### config.mk
export PLATFORM = sky130hd
export DESIGN_NAME = beep_alert_driver
export DESIGN_NICKNAME = d
export VERILOG_FILES = /design/src/rtl/atm_io_pkg.sv /design/src/rtl/ms_timer.sv /design/src/rtl/beep_alert_driver.sv
export SDC_FILE = /design/constraint.sdc
export NUM_CORES = 1
export LEC_CHECK = 0
export CORE_UTILIZATION = 59
export CTS_CLUSTER_SIZE = 25
export DETAILED_ROUTE_END_ITERATION = 10
export PLACE_DENSITY_LB_ADDON = 0.2
export SLEW_MARGIN = 20
export SYNTH_ARGS = -nofsm -noshare
export SYNTH_HDL_FRONTEND = slang
export SYNTH_SLANG_ARGS = --single-unit
export TNS_END_PERCENT = 5
### constraint.sdc
create_clock -name clk -period 2.64 [get_ports clk]
set_clock_uncertainty 0.1 [all_clocks]
set_input_delay 0.528 -clock clk [delete_from_list [all_inputs] [get_ports clk]]
set_output_delay 0.528 -clock clk [all_outputs]
set_load 0.005 [all_outputs]
### src/rtl/atm_io_pkg.sv
// rtl/atm_io_pkg.sv - shared ATM board I/O types, polarity constant and ms-to-cycle helper
package atm_io_pkg;

  // Beep sequencer states
  typedef enum logic [1:0] {
    ST_IDLE = 2'd0,
    ST_ON   = 2'd1,
    ST_OFF  = 2'd2
  } beep_state_t;

  // Buzzer/LED pin sounds when driven low
  localparam logic BUZZ_ACTIVE = 1'b0;

  // Converts a millisecond duration into clock cycles (also used by the debouncer)
  function automatic int unsigned ms_to_cycles(input int unsigned clk_hz, input int unsigned ms);
    return (clk_hz / 1000) * ms;
  endfunction

endpackage

### src/rtl/ms_timer.sv
// rtl/ms_timer.sv - loadable down-counter that stops at zero and flags it
module ms_timer #(
  parameter int W = 4
) (
  input  logic         clk,
  input  logic         rst_n,
  input  logic         load,
  input  logic [W-1:0] load_val,
  output logic         zero
);

  logic [W-1:0] cnt;

  // Load has priority; otherwise count down and park at zero
  always_ff @(posedge clk or negedge rst_n) begin
    if (!rst_n) begin
      cnt <= '0;
    end else if (load) begin
      cnt <= load_val;
    end else if (cnt != '0) begin
      cnt <= cnt - 1'b1;
    end
  end

  assign zero = (cnt == '0);

endmodule

### src/rtl/beep_alert_driver.sv
// rtl/beep_alert_driver.sv - turns event pulses into N timed beeps on an active-low buzzer pin
module beep_alert_driver
  import atm_io_pkg::*;
#(
  parameter int unsigned CLK_HZ = 100_000_000,
  parameter int unsigned ON_MS  = 50,
  parameter int unsigned OFF_MS = 50,
  parameter int          CNT_W  = 4
) (
  input  logic             clk,
  input  logic             rst_n,
  input  logic             req,
  input  logic [CNT_W-1:0] count,
  input  logic             cancel,
  output logic             busy,
  output logic             buzz_n,
  output logic             done,
  output logic             dropped
);

  localparam int unsigned ON_CYC  = ms_to_cycles(CLK_HZ, ON_MS);
  localparam int unsigned OFF_CYC = ms_to_cycles(CLK_HZ, OFF_MS);
  localparam int unsigned PH_MAX  = (ON_CYC > OFF_CYC) ? ON_CYC : OFF_CYC;
  // A one-cycle phase still needs a one-bit counter
  localparam int          PH_W    = (PH_MAX > 1) ? $clog2(PH_MAX) : 1;

  localparam logic [PH_W-1:0] ON_LOAD  = PH_W'(ON_CYC - 1);
  localparam logic [PH_W-1:0] OFF_LOAD = PH_W'(OFF_CYC - 1);

  generate
    if (ON_CYC == 0 || OFF_CYC == 0) begin : g_bad_timing
      $error("beep_alert_driver: ON/OFF phase length rounds to zero cycles");
    end
  endgenerate

  beep_state_t      state;
  logic [CNT_W-1:0] remaining;
  logic             ph_load;
  logic [PH_W-1:0]  ph_val;
  logic             ph_zero;

  ms_timer #(.W(PH_W)) u_phase (
    .clk      (clk),
    .rst_n    (rst_n),
    .load     (ph_load),
    .load_val (ph_val),
    .zero     (ph_zero)
  );

  // Phase timer reload at each phase entry; cleared on cancel so IDLE always sees zero
  always_comb begin
    ph_load = 1'b0;
    ph_val  = '0;
    case (state)
      ST_IDLE: begin
        if (req && count != '0) begin
          ph_load = 1'b1;
          ph_val  = ON_LOAD;
        end
      end
      ST_ON: begin
        if (cancel) begin
          ph_load = 1'b1;
        end else if (ph_zero && remaining > CNT_W'(1)) begin
          ph_load = 1'b1;
          ph_val  = OFF_LOAD;
        end
      end
      ST_OFF: begin
        if (cancel) begin
          ph_load = 1'b1;
        end else if (ph_zero) begin
          ph_load = 1'b1;
          ph_val  = ON_LOAD;
        end
      end
      default: begin
        ph_load = 1'b1;
      end
    endcase
  end

  // Sequencer with registered outputs; done/dropped default to single-cycle pulses
  always_ff @(posedge clk or negedge rst_n) begin
    if (!rst_n) begin
      state     <= ST_IDLE;
      remaining <= '0;
      busy      <= 1'b0;
      buzz_n    <= ~BUZZ_ACTIVE;
      done      <= 1'b0;
      dropped   <= 1'b0;
    end else begin
      done    <= 1'b0;
      dropped <= 1'b0;
      case (state)
        ST_IDLE: begin
          // cancel is meaningless here; a request always takes priority
          if (req) begin
            if (count != '0) begin
              state     <= ST_ON;
              remaining <= count;
              busy      <= 1'b1;
              buzz_n    <= BUZZ_ACTIVE;
            end else begin
              dropped <= 1'b1;
            end
          end
        end
        ST_ON, ST_OFF: begin
          // Requests are never queued behind a running sequence
          dropped <= req;
          if (cancel) begin
            state     <= ST_IDLE;
            remaining <= '0;
            busy      <= 1'b0;
            buzz_n    <= ~BUZZ_ACTIVE;
            done      <= 1'b1;
          end else if (ph_zero) begin
            if (state == ST_OFF) begin
              state  <= ST_ON;
              buzz_n <= BUZZ_ACTIVE;
            end else if (remaining > CNT_W'(1)) begin
              state     <= ST_OFF;
              remaining <= remaining - 1'b1;
              buzz_n    <= ~BUZZ_ACTIVE;
            end else begin
              // Last beep ends straight into IDLE with no trailing gap
              state     <= ST_IDLE;
              remaining <= '0;
              busy      <= 1'b0;
              buzz_n    <= ~BUZZ_ACTIVE;
              done      <= 1'b1;
            end
          end
        end
        default: begin
          state     <= ST_IDLE;
          remaining <= '0;
          busy      <= 1'b0;
          buzz_n    <= ~BUZZ_ACTIVE;
        end
      endcase
    end
  end

endmodule

==> run summary <==
Total Routing Usage GR: 0.274
Clock Sinks: 33
first-pass detailed-route iteration total: 4
startpoint of the worst hold path: buzz_n
PD cells: 1170 mW/mm^2
largest net degree at the start of global routing: 34
commonest non-fill, non-tap cell in the layout: dfrtp_1
Worst VDD drop: 0.897 mV
post-synth design cell area: 0.00205 sq mm
multiplexer share of the synthesized area: 0.0280
startpoint type of the worst setup path: flip-flop
P&R area growth vs syn: 12.6%
vias per cell: 6.29
Max Root-Sink Buffers: 2
final hold violation count: 0
DP HPWL: 3230 um
initial DRC count: 120
GRT overflow: 0
number of global-route vias before repair: 1,663
commonest cells after routing, fill and taps aside: dfrtp_1 (32), inv_1 (12), a21oi_1 (11), clkdlybuf4s50_1 (11)
vertical die dimension: 61.0 um
Post-synth top flop: dfrtp_1
leakage dissipation: 0.927 nW
share of the synthesized netlist area taken by xor and xnor gates: 0.0554
Achievable Freq: 396 MHz
average cell area after synthesis: 10.1 sq um
delay contributed by the slowest stage of the critical path: 0.52 ns
Flop pwr share: 0.332
port buffer count: 11
logic gate share of total power: 0.565
number of rows created at floorplan: 21
critical setup path kind: flip-flop to flip-flop
number of buffers added to fix hold violations after cts: 0
WP buf/inv: 1
routability congestion estimate: 0.945
number of synthesized register bits: 33
wire per inst: 16.1 um
Root Driver: clkbuf_4
Synthesis Warnings: 0
origin of the critical flop-to-flop path: u_phase.cnt[0]
Slowest cell on crit path: or4b_4
fin. max-slew vios: 0
distinct cell type count of the synthesized netlist: 59
max-slew headroom at the worst pin: 0.626
Hold Crit Depth: 2
synthesized netlist net count: 218
pre-CTS setup slack: -0.0412 ns
Vias: 1,712
nature of the critical path endpoint: flip-flop
Int Power: 0.00147 W
count of flip-flops with a built-in enable after synthesis: 0
class of the worst hold path: flip-flop to flip-flop
worst-margin pin slew: 0.557 ns
Cells after Synth: 203
status: finished, final reports clean
number of endpoints failing setup at the final stage: 0
Net Sw Frac: 0.457
top cell family by delay on the critical path: simple AND/OR/NAND/NOR gates
core box area: 0.00334 sq mm
Tot Pwr: 0.00271 W
setup slack after layout: 0.115 ns
clock latency on the worst-skew pair: 0.35 ns
largest fanout on the critical path: 12
Async S/R FF share, synth: 1.00
arithmetic-cell share of the synthesized area counting full adders, half adders and majority gates: 0.0426
Worst EP arrival: 2.65 ns
R2R Path End: u_phase.cnt[0]
starting density of the core: 0.616
Hold Crit Endpoint: buzz_n
cell-by-cell listing of the critical path: inv_1 > ha_1 > or4b_4 > nor4b_4 > and2_2 > a31o_4 > o21ai_1
setup repair after global routing missed its margin: yes
wire length of the first global-routing pass: 7310 um
Max-cap violations: 0
final worst-path cycle share: 0.956
cells on worst reg2reg path: 7
fraction of layout instances using a drive strength above 1: 0.204
number of clock buffers inserted by TritonCTS: 5
DIE AREA: 0.00372 sq mm
share of the core filled with cells: 0.693
Worst Setup SP: u_phase.cnt[0]
CTS H-tree lvls: 2
synthesized-area fraction occupied by and/or/nand/nor cells: 0.206
R2R Setup Slk: 0.12 ns
wire length after detailed routing: 4380 um
Remaining DRCs: 0
fraction of power consumed by the clock network: 0.102
sequential element share of the synthesized area: 0.403
antenna viol nets, final: 0
net switching power figure: 0.00124 W
dominant combinational cell family by area after synthesis: compound AO/OA/AOI/OAI gates
initial antenna violation count: 0
time the final worst path needs with I/O delays and setup: 2.52 ns
die width: 61.0 um
compound-cell area share of the yosys netlist: 0.221
number of nets at the end of the flow: 240
total inserted antenna cells: 0
number of placed I/O pins: 12
TritonCTS clock tree: built
Worst Path Required: 2.77 ns
Clock transition at path regs: 0.09 ns
cell usage after synthesis, types with 2 or more instances:
cell | count | area, sq um
nor2b_1 | 3 | 18.8
nor4_1 | 6 | 37.5
a31oi_1 | 5 | 31.3
o21ai_0 | 4 | 20.0
o21ai_1 | 2 | 10.0
nand3_1 | 7 | 35.0
nor3_1 | 4 | 20.0
xnor2_1 | 10 | 87.6
mux2_1 | 2 | 22.5
or4_1 | 5 | 37.5
nor2_2 | 5 | 31.3
mux2i_1 | 2 | 20.0
clkbuf_1 | 2 | 7.51
a21oi_1 | 12 | 60.1
or3_1 | 4 | 25.0
o2bb2ai_1 | 2 | 17.5
xor2_1 | 3 | 26.3
or2_2 | 4 | 25.0
o31ai_1 | 4 | 30.0
nand2_1 | 10 | 37.5
nor3b_1 | 2 | 15.0
a32oi_1 | 2 | 17.5
ha_1 | 7 | 87.6
o41ai_1 | 3 | 26.3
a22oi_1 | 2 | 15.0
a21oi_2 | 5 | 43.8
dfrtp_1 | 32 | 801
nor2_1 | 10 | 37.5
inv_1 | 12 | 45.0
a211oi_1 | 3 | 22.5
area by class of cell:
| type | count | area [sq um] |
|---|---|---|
| multi-input combinational | 152 | 1150 |
| fill | 282 | 1020 |
| sequential | 33 | 827 |
| timing repair buffer | 21 | 185 |
| tap | 46 | 57.6 |
| inverter | 12 | 45.0 |
| clock buffer | 6 | 41.3 |
| clock inverter | 2 | 10.0 |
per-layer routing:
layer / up-vias / track usage / routed length (um)
met5: - / 0 / 0
met4: 0 / 0.149 / 119
met3: 15 / 0.0588 / 189
met2: 49 / 0.487 / 2280
met1: 847 / 0.306 / 1800
li1: 801 / - / -
sequential cells by signal (all words and copies together), names as in the netlist:
name         count
u_phase.cnt     23
dropped          1
remaining        4
done             1
buzz_n           1
busy             1
state            2
power groups by stage:
stage          combinational, W  clock (W)  sequential (W)
2_1_floorplan           0.00116          0        0.000862
3_3_place_gp            0.00145          0        0.000884
3_5_place_dp            0.00151          0        0.000898
4_1_cts                 0.00152   0.000284        0.000891
5_1_grt                 0.00169   0.000305        0.000922
6_report                0.00153   0.000277        0.000900
tightest hold or removal path, stage by stage (launching register included):
cell and delay, ns:
dfstp_2 0.38, inv_1 0.04, o221ai_1 0.09
what timing repair did:
item	CTS	global route
setup buffers	0	0
setup endpoints to repair	0	19
gates resized for setup	0	3
cell families after synthesis:
kind of cell / after synthesis
simple gates: 70
flops: 33
fa+ha+maj: 7
xor+xnor: 13
buf+inv: 18
mux: 5
compound gates: 57
stage by stage:
step | hold slack [ns] | instances | TNS (ns) | instance area [sq um]
CTS | 0.418 | 272 | 0 | 2300
detailed placement | 0.389 | 264 | -0.155 | 2250
finish | 0.416 | 272 | 0 | 2310
global placement | 0.377 | 264 | 0 | 2250
global route | 0.431 | 272 | -0.0351 | 2310
floorplan | 0.132 | 203 | 0 | 2050
how the worst max path moves through the flow:
stage | end | cells past startpoint | slack (ns)
finish | u_phase.cnt[0] | 7 | 0.12
global route | u_phase.cnt[1] | 7 | -0.03
CTS | u_phase.cnt[0] | 7 | 0.02
detailed placement | u_phase.cnt[4] | 6 | -0.04
global placement | remaining[1] | 6 | 0.01
floorplan | remaining[1] | 8 | 0.21
Note: power is estimated with default switching activity, not from simulation.
